### src/rtl/axis_pattern_gen_pkg.sv
// axis_pattern_gen_pkg: shared types and the LFSR step for the pattern generator
package axis_pattern_gen_pkg;
  typedef enum logic [1:0] {IDLE, SEND, GAP} state_t;
  typedef enum logic [1:0] {COUNTER, WALKING_ONE, LFSR, CONSTANT} pattern_mode_t;
  function automatic logic [63:0] lfsr_next(input logic [63:0] v, input logic [63:0] taps);
    return v[0] ? (v >> 1) ^ taps : v >> 1;
  endfunction
endpackage

### src/rtl/axis_pattern_gen_if.sv
// axis_pattern_gen_if: AXI-Stream beat bus between the generator and its sink
interface axis_pattern_gen_if #(parameter int DATA_WIDTH = 8);
  logic [DATA_WIDTH-1:0] tdata;
  logic tvalid;
  logic tready;
  logic tlast;
  modport master(output tdata, tvalid, tlast, input tready);
  modport slave(input tdata, tvalid, tlast, output tready);
endinterface

### src/rtl/axis_pattern_gen_pattern_source.sv
// pattern_source: counter, walking-one and LFSR pattern state with word select
module pattern_source import axis_pattern_gen_pkg::*; #(
  parameter int DATA_WIDTH = 8,
  parameter logic [DATA_WIDTH-1:0] LFSR_TAPS = 8'hB8,
  parameter logic [DATA_WIDTH-1:0] LFSR_SEED = 8'h01
) (
  input  logic                  clk,
  input  logic                  rst,
  input  logic                  advance,
  input  logic                  reload,
  input  pattern_mode_t         mode,
  input  logic [DATA_WIDTH-1:0] const_data,
  output logic [DATA_WIDTH-1:0] word
);
  logic [DATA_WIDTH-1:0] cnt_q, walk_q, lfsr_q, cnt_d, walk_d, lfsr_d;
  // a reload is visible in the same cycle, so a packet starting with it sees the reset pattern
  always_comb begin
    cnt_d = reload ? '0 : cnt_q;
    walk_d = reload ? DATA_WIDTH'(1) : walk_q;
    lfsr_d = reload ? LFSR_SEED : lfsr_q;
    word = mode == COUNTER ? cnt_d : mode == WALKING_ONE ? walk_d : mode == LFSR ? lfsr_d : const_data;
  end
  // only the selected pattern steps; the others keep their place for later packets
  always_ff @(posedge clk or posedge rst)
    if (rst) begin
      cnt_q <= '0;
      walk_q <= DATA_WIDTH'(1);
      lfsr_q <= LFSR_SEED;
    end else begin
      cnt_q <= advance && mode == COUNTER ? cnt_d + DATA_WIDTH'(1) : cnt_d;
      walk_q <= advance && mode == WALKING_ONE ? {walk_d[DATA_WIDTH-2:0], walk_d[DATA_WIDTH-1]} : walk_d;
      lfsr_q <= advance && mode == LFSR ? DATA_WIDTH'(lfsr_next(64'(lfsr_d), 64'(LFSR_TAPS))) : lfsr_d;
    end
endmodule

### src/rtl/axis_pattern_gen.sv
// axis_pattern_gen: framed AXI-Stream test-pattern source with packet length and gap control
module axis_pattern_gen import axis_pattern_gen_pkg::*; #(
  parameter int DATA_WIDTH = 8,
  parameter int LEN_WIDTH = 16,
  parameter int CNT_WIDTH = 32,
  parameter logic [DATA_WIDTH-1:0] LFSR_TAPS = 8'hB8,
  parameter logic [DATA_WIDTH-1:0] LFSR_SEED = 8'h01
) (
  input  logic                  sys_clk,
  input  logic                  sys_rst,
  input  logic                  enable,
  input  logic                  restart,
  input  logic [1:0]            mode,
  input  logic [DATA_WIDTH-1:0] const_data,
  input  logic [LEN_WIDTH-1:0]  pkt_len,
  input  logic [LEN_WIDTH-1:0]  gap_len,
  axis_pattern_gen_if.master    m_axis,
  output logic                  busy,
  output logic [CNT_WIDTH-1:0]  pkt_count
);
  state_t state_q, state_d;
  pattern_mode_t mode_q, mode_sel;
  logic [DATA_WIDTH-1:0] const_q, const_sel, word, tdata_q;
  logic [LEN_WIDTH-1:0] len_q, beat_q, gap_q, len_in;
  logic [CNT_WIDTH-1:0] pkt_count_q;
  logic tvalid_q, tlast_q, accept, last_acc, gap_done, reload, start, step, adv;
  // start loads the first beat of a packet and relatches config; step loads the following beats
  always_comb begin
    accept = tvalid_q && m_axis.tready;
    last_acc = accept && tlast_q;
    gap_done = state_q == GAP && gap_q == LEN_WIDTH'(1);
    reload = state_q == IDLE && restart;
    start = enable && (state_q == IDLE || gap_done || (last_acc && gap_len == '0));
    step = accept && !tlast_q;
    adv = start || step;
    len_in = pkt_len == '0 ? LEN_WIDTH'(1) : pkt_len;
    mode_sel = start ? pattern_mode_t'(mode) : mode_q;
    const_sel = start ? const_data : const_q;
    state_d = start ? SEND : last_acc ? (enable ? GAP : IDLE) : gap_done ? IDLE : state_q;
  end
  // FSM, beat/gap counters and the registered AXIS outputs
  always_ff @(posedge sys_clk or posedge sys_rst)
    if (sys_rst) begin
      state_q <= IDLE;
      mode_q <= COUNTER;
      const_q <= '0;
      len_q <= '0;
      beat_q <= '0;
      gap_q <= '0;
      tdata_q <= '0;
      tvalid_q <= 1'b0;
      tlast_q <= 1'b0;
      pkt_count_q <= '0;
    end else begin
      state_q <= state_d;
      if (start) begin
        mode_q <= mode_sel;
        const_q <= const_data;
        len_q <= len_in;
      end
      beat_q <= start ? '0 : step ? beat_q + LEN_WIDTH'(1) : beat_q;
      gap_q <= last_acc ? gap_len : state_q == GAP ? gap_q - LEN_WIDTH'(1) : gap_q;
      tdata_q <= adv ? word : tdata_q;
      tvalid_q <= start || (tvalid_q && !last_acc);
      tlast_q <= start ? len_in == LEN_WIDTH'(1) : step ? beat_q + LEN_WIDTH'(2) == len_q : tlast_q && !last_acc;
      pkt_count_q <= reload ? '0 : last_acc ? pkt_count_q + CNT_WIDTH'(1) : pkt_count_q;
    end
  pattern_source #(.DATA_WIDTH(DATA_WIDTH), .LFSR_TAPS(LFSR_TAPS), .LFSR_SEED(LFSR_SEED)) u_src (
    .clk(sys_clk),
    .rst(sys_rst),
    .advance(adv),
    .reload(reload),
    .mode(mode_sel),
    .const_data(const_sel),
    .word(word)
  );
  assign m_axis.tdata = tdata_q;
  assign m_axis.tvalid = tvalid_q;
  assign m_axis.tlast = tlast_q;
  assign busy = state_q != IDLE;
  assign pkt_count = pkt_count_q;
endmodule

### src/flat_wrapper.sv
// flat-port wrapper written by rule: the top's interface ports become plain ports
module axis_pattern_gen_flat import axis_pattern_gen_pkg::*;
#(
  parameter int DATA_WIDTH = 8,
  parameter int LEN_WIDTH = 16,
  parameter int CNT_WIDTH = 32,
  parameter logic [DATA_WIDTH-1:0] LFSR_TAPS = 8'hB8,
  parameter logic [DATA_WIDTH-1:0] LFSR_SEED = 8'h01
)
  (sys_clk, sys_rst, enable, restart, mode, const_data, pkt_len, gap_len, busy, pkt_count, m_axis_tdata, m_axis_tvalid, m_axis_tlast, m_axis_tready);
  axis_pattern_gen_if #(.DATA_WIDTH(DATA_WIDTH)) m_axis_i ();
  input  logic sys_clk;
  input  logic sys_rst;
  input  logic enable;
  input  logic restart;
  input  logic [1:0] mode;
  input  logic [DATA_WIDTH-1:0] const_data;
  input  logic [LEN_WIDTH-1:0] pkt_len;
  input  logic [LEN_WIDTH-1:0] gap_len;
  output logic busy;
  output logic [CNT_WIDTH-1:0] pkt_count;
  output wire logic [$bits(m_axis_i.tdata)-1:0] m_axis_tdata;
  output wire logic [$bits(m_axis_i.tvalid)-1:0] m_axis_tvalid;
  output wire logic [$bits(m_axis_i.tlast)-1:0] m_axis_tlast;
  input wire logic [$bits(m_axis_i.tready)-1:0] m_axis_tready;
  assign m_axis_tdata = m_axis_i.tdata;
  assign m_axis_tvalid = m_axis_i.tvalid;
  assign m_axis_tlast = m_axis_i.tlast;
  assign m_axis_i.tready = m_axis_tready;
  axis_pattern_gen #(.DATA_WIDTH(DATA_WIDTH), .LEN_WIDTH(LEN_WIDTH), .CNT_WIDTH(CNT_WIDTH), .LFSR_TAPS(LFSR_TAPS), .LFSR_SEED(LFSR_SEED)) u_core (.sys_clk(sys_clk), .sys_rst(sys_rst), .enable(enable), .restart(restart), .mode(mode), .const_data(const_data), .pkt_len(pkt_len), .gap_len(gap_len), .m_axis(m_axis_i), .busy(busy), .pkt_count(pkt_count));
endmodule
### config.mk
export PLATFORM = sky130hd
export DESIGN_NAME = axis_pattern_gen_flat
export DESIGN_NICKNAME = d
export VERILOG_FILES = /design/src/rtl/axis_pattern_gen_pkg.sv /design/src/rtl/axis_pattern_gen_if.sv /design/src/rtl/axis_pattern_gen_pattern_source.sv /design/src/rtl/axis_pattern_gen.sv /design/src/flat_wrapper.sv
export SDC_FILE = /design/constraint.sdc
export NUM_CORES = 1
export LEC_CHECK = 0
export ABC_AREA = 1
export CELL_PAD_IN_SITES_DETAIL_PLACEMENT = 0
export CELL_PAD_IN_SITES_GLOBAL_PLACEMENT = 1
export CORE_MARGIN = 3
export CORE_UTILIZATION = 41
export DETAILED_ROUTE_END_ITERATION = 7
export HOLD_SLACK_MARGIN = 0.12
export PLACE_DENSITY = 0.79
export SLEW_MARGIN = 20
export SYNTH_ARGS = -nofsm -noshare
export SYNTH_HDL_FRONTEND = slang
export SYNTH_SLANG_ARGS = --single-unit
### constraint.sdc
create_clock -name sys_clk -period 6.04 [get_ports sys_clk]
set_clock_uncertainty 0.2 [all_clocks]
set_input_delay 1.208 -clock sys_clk [delete_from_list [all_inputs] [get_ports sys_clk]]
set_output_delay 1.208 -clock sys_clk [all_outputs]
set_load 0.01 [all_outputs]
After elaboration in Yosys (flattened, before gate mapping)
Index checks and enable logic that the tools add are counted.

storage, ports and cells
  logic and storage cells = 77
  input bits = 47
  output and inout port bits = 43
  register bits after elaboration = 126

operators by class
  bitwise operators = 1
  mux-type cells = 25
  equality and inequality tests = 6
  reduce and logical (&&, ||, !) cells = 27
  add/subtract/negate cells = 5

operators with widths
  kind                                                  count
  two-way mux 8 bit                                     11
  two-way mux 16 bit                                    5
  two-way mux 32 bit                                    2
  adder 32 x 1 -> 32 bit, second input constant         1
  equality test 16 x 1 -> 1 bit, second input constant  2
  logical NOT 16 bit                                    2
  adder 16 x 1 -> 16 bit, second input constant         1
  adder 16 x 2 -> 16 bit, second input constant         1
  equality test 16 bit                                  1
  subtractor 16 x 1 -> 16 bit, second input constant    1
  logical AND 1 bit                                     12
  two-way mux 2 bit                                     5
  adder 8 x 1 -> 8 bit, second input constant           1
  nonzero test 2 bit                                    4
  equality test 2 bit, second input constant            2
  logical NOT 2 bit                                     2
  logical OR 1 bit                                      4
  NOT 3 -> 4 bit                                        1
  nonzero test 3 bit                                    1
  equality test 2 x 1 -> 1 bit, second input constant   1
  logical NOT 1 bit                                     2
  two-way mux 1 bit                                     2

Depth between registers and ports, before layout
  depth after elaboration = 10
  gate-level depth with buffers = 16
  gate-level depth less buffers = 15

Hierarchy
From an unflattened synthesis, not the netlist that was laid out.

second synthesis, totals
  cells, all modules = 969
  area, all modules = 7186.9 um^2

modules (own cells, without submodules)
  module            cells an instance  area each (um^2)  instances  sequential area each (um^2)
  axis_pattern_gen  762                5646.7            1          2552.4
  pattern_source    207                1540.2            1          603.1

Worst setup path before layout
Ideal clock, no wire load.

  kind = input port to flip-flop
  start = input restart
  end = register u_core.u_src.cnt_q[6]
  setup slack = 3.174 ns
  data arrival time = 2.584 ns
  data required time = 5.757 ns
  stages = 9
  setup time = 0.083 ns
  cell sequence = nand2_1 clkinv_1 nor2_1 ha_1 inv_1 nor4_1 xnor2_1 nand2_1 o21ai_0

on the way
  longest elaborated chain between the ends = 4

RTL lines
  item                    line                                   source
  start: declaration      flat_wrapper.sv:15                     input logic restart;
  logical AND 1 bit *     axis_pattern_gen.sv:32                 reload = state_q == IDLE && restart;
  two-way mux 8 bit *     axis_pattern_gen_pattern_source.sv:18  cnt_d = reload ? '0 : cnt_q;
  adder 8 x 1 -> 8 bit    axis_pattern_gen_pattern_source.sv:30  cnt_q <= advance && mode == COUNTER ? cnt_d + DATA_WIDTH'(1) : cnt_d;
  two-way mux 8 bit *     axis_pattern_gen_pattern_source.sv:30
  end signal: assignment  axis_pattern_gen_pattern_source.sv:30
  end: declaration        axis_pattern_gen_pattern_source.sv:15  logic [DATA_WIDTH-1:0] cnt_q, walk_q, lfsr_q, cnt_d, walk_d, lfsr_d;

Mark *: on every way between the ends. The rest lies on a longest branch, timed or not.
A chain may end at the register's enable or synchronous reset.

Worst setup path after layout
  start = input gap_len[13]
  end = register u_core.u_src.lfsr_q[7]

on the way
  longest elaborated chain between the ends = 8
  elaborated cells between the ends (all ways) = 9
  classes of those cells = eq/ne (1); mux (2); reduce/logical (6)

RTL lines
  item                    line                                   source
  start: declaration      flat_wrapper.sv:19                     input logic [LEN_WIDTH-1:0] gap_len;
  logical NOT 16 bit *    axis_pattern_gen.sv:33                 start = enable && (state_q == IDLE || gap_done || (last_acc && gap_len == '0));
  logical AND 1 bit *     axis_pattern_gen.sv:33
  logical OR 1 bit *      axis_pattern_gen.sv:33
  logical AND 1 bit *     axis_pattern_gen.sv:33
  two-way mux 2 bit       axis_pattern_gen.sv:37                 mode_sel = start ? pattern_mode_t'(mode) : mode_q;
  equality test 2 bit     axis_pattern_gen_pattern_source.sv:32  lfsr_q <= advance && mode == LFSR ? DATA_WIDTH'(lfsr_next(64'(lfsr_d), 64'(LFSR_TAPS))) : lfsr_d;
  logical AND 1 bit *     axis_pattern_gen_pattern_source.sv:32
  two-way mux 8 bit *     axis_pattern_gen_pattern_source.sv:32
  end signal: assignment  axis_pattern_gen_pattern_source.sv:32
  end: declaration        axis_pattern_gen_pattern_source.sv:15

Marks and branches as above.

==> metrics.txt <==
CTS max path bufs 2; aggregate global-route resource usage 20.6%; DRC Markers 0; CP Class primary input to register; R2R setup slack 2.99 ns; die height 137 um; vias per inst 5.01; slowest CP cell inv_2; Die Footprint 18800 um^2; overall power 3.54 mW; post_cts resized 0; Mapped Cells 942; Sink Count 126; TritonCTS buffer count 17; max-slew violation count 0; CTS tree yes; # hold bufs at CTS 0; Ys Warns 0; Core Region 16700 um^2; share of layout cells above drive strength 1 6.49%; clock network power share 28.6%; Initial Util 42.3%; fin crit share 62.1%; clock root cell clkbuf_16; Post-synth EDFFs 0; max frequency 267 MHz; First-pass DRT Iterations 4; drt wl/cell 14.5 um; final hold viol count 0; P_int 2.18 mW; synth top area cells dfrtp_1 (44%), nand2_1 (13%), inv_1 (6.2%); io pins 90; grt total ovfl 0; nets 1088; slowest stage delay, CP 0.51 ns; Synth cell types 46; Final Setup Violations 0; area of the mapped netlist 7060 um^2; clk slew on worst S/H paths 0.06 ns; first-pass GRT wire length 30.7 mm; ys flop type dfrtp_1; vias in the first global route 6074; switching pwr 1.35 mW; VDD IR max 277 uV; post-CTS setup buffer count 0; RSZ-0062 raised after global routing false; average size of a mapped cell 7.50 um^2; Ant. Diodes 0; Slew @ Worst Pin 0.912 ns; half-perimeter wire length after placement 13.3 mm; crit-path cells clkdlybuf4s50_1, nor2_1, nand2_1, nor2_1, nand3_1, nand3_2, nand2_4, inv_2, nor2_4, nor2_2, inv_1, nand2_1, o21ai_0; Site Rows 47; MaxCap Viol Count 0; combinational share of power 35.9%; share of the synthesized area in the top cell type 43.9%; Worst Path Required 6.13 ns; Final WS setup 2.29 ns; vias 6351; sequential share of power 35.4%; status finished clean; PD cells 404 nW/um^2; H-tree Lvls 4; Skew-Pair Late Insertion Delay 0.42 ns; Die Wd 137 um; Synth area leader dfrtp_1; initial DRC count 317; final wirelength 18.4 mm; dpl cells 1236; setup TNS 0 ns; Synth async-reset ratio 100%; Yosys reg bits 126; minimum clock period 3.75 ns; Worst Setup Start Kind primary input; largest net degree at the start of global routing 72; Hold Crit Class register to register; register area share after synthesis 44.7%; Max Fanout on Critical Path 46; port bufs 89; Routed Antenna Nets 0; Net Count, Synth 995; Arr. time, crit path 3.84 ns; dpl ws 1.84 ns; P_leak 4.07 nW; most frequent cells in the layout nand2_1 (248), dfrtp_1 (124), inv_1 (116); fin util 52.4%; most common library cell in the layout ignoring fill and taps nand2_1; Area Overhead vs Synth 24.0%; switching portion of total power 38.3%; GP Congestion 0.857; CP Capture Type register; Rel. slew slack 39.2%; initial antenna violation count 0; Layout Cells excl Fill 1268
## critical path: cells and delay by family
kind / cells / cell delay, ns
and+or+nand+nor: 9 / 1.45
buffers and inverters: 3 / 1.10
AOI/OAI and AO/OA: 1 / 0.07
## path summary, 6_finish.rpt
kind	startpoint	to	cells past startpoint
setup / recovery	gap_len[13]	u_core.u_src.lfsr_q[7]	13
hold / removal	u_core.const_q[7]	u_core.const_q[7]	2
setup reg to reg	u_core.gap_q[0]	u_core.u_src.walk_q[6]	12
hold reg to reg	u_core.const_q[7]	u_core.const_q[7]	2
max in group asynchronous	sys_rst	u_core.u_src.walk_q[0]	3
min in group asynchronous	sys_rst	u_core.beat_q[11]	2
## layer usage
layer	GRT usage [%]	share of wire, %	up-vias
li1	-	-	3216
met1	28.1	47	3002
met2	33.7	48	112
met3	4.16	3.6	21
met4	5.76	1.1	0
met5	0	0	-
## cells by family after synthesis
kind of cell    count (synthesis)  synth area share [%]
simple gates                  485                  29.7
buf+inv                       146                  8.13
compound gates                132                  10.6
flops                         126                  44.7
xor+xnor                       47                  5.83
fa+ha+maj                       6                  1.06
## Yosys cell counts, types with 6 or more instances
master    count
xnor2_1      13
o21ai_0      53
nand2_2       7
nand3_1      56
nand4_1      23
o21a_1        6
inv_1       117
ha_1          6
xor2_1       34
nor3_1       23
dfrtp_1     124
o211ai_1     10
nor2_1      102
nand2_1     248
o21ai_1       7
clkbuf_1     11
a21oi_1      40
## sequential cells by signal, summed over array words and instances (netlist names)
| register | flops |
|---|---|
| u_core.m_axis.tdata | 8 |
| u_core.const_q | 8 |
| u_core.u_src.cnt_q | 8 |
| u_core.mode_q | 2 |
| u_core.state_q | 2 |
| u_core.gap_q | 16 |
| u_core.beat_q | 16 |
| u_core.u_src.lfsr_q | 8 |
| u_core.pkt_count | 32 |
| u_core.len_q | 16 |
| u_core.m_axis.tvalid | 1 |
| u_core.m_axis.tlast | 1 |
| u_core.u_src.walk_q | 8 |
## per-stage QoR
step / hold WS [ns] / cell area (um^2)
5_1_grt: 0.320 / 8760
3_3_place_gp: 0.277 / 8170
2_1_floorplan: 0.245 / 7060
6_report: 0.280 / 8760
4_1_cts: 0.286 / 8760
3_5_place_dp: 0.273 / 8170
## cell type report
| class | instances | area [um^2] |
|---|---|---|
| clock buffer | 19 | 443 |
| tap | 220 | 275 |
| sequential | 126 | 3160 |
| fill | 1679 | 7940 |
| inverter | 125 | 474 |
| clock inverter | 13 | 141 |
| multi-input combinational | 670 | 3330 |
| timing repair buffer | 95 | 936 |
## power by group through the flow
stage | registers [mW] | clock network, mW | logic [mW]
after floorplan | 1.24 | 0 | 0.917
after global placement | 1.27 | 0 | 1.26
after detailed placement | 1.27 | 0 | 1.27
after CTS | 1.25 | 1.03 | 1.29
after global routing | 1.28 | 1.07 | 1.46
final | 1.25 | 1.01 | 1.27
(Power assumes the default switching activity.)
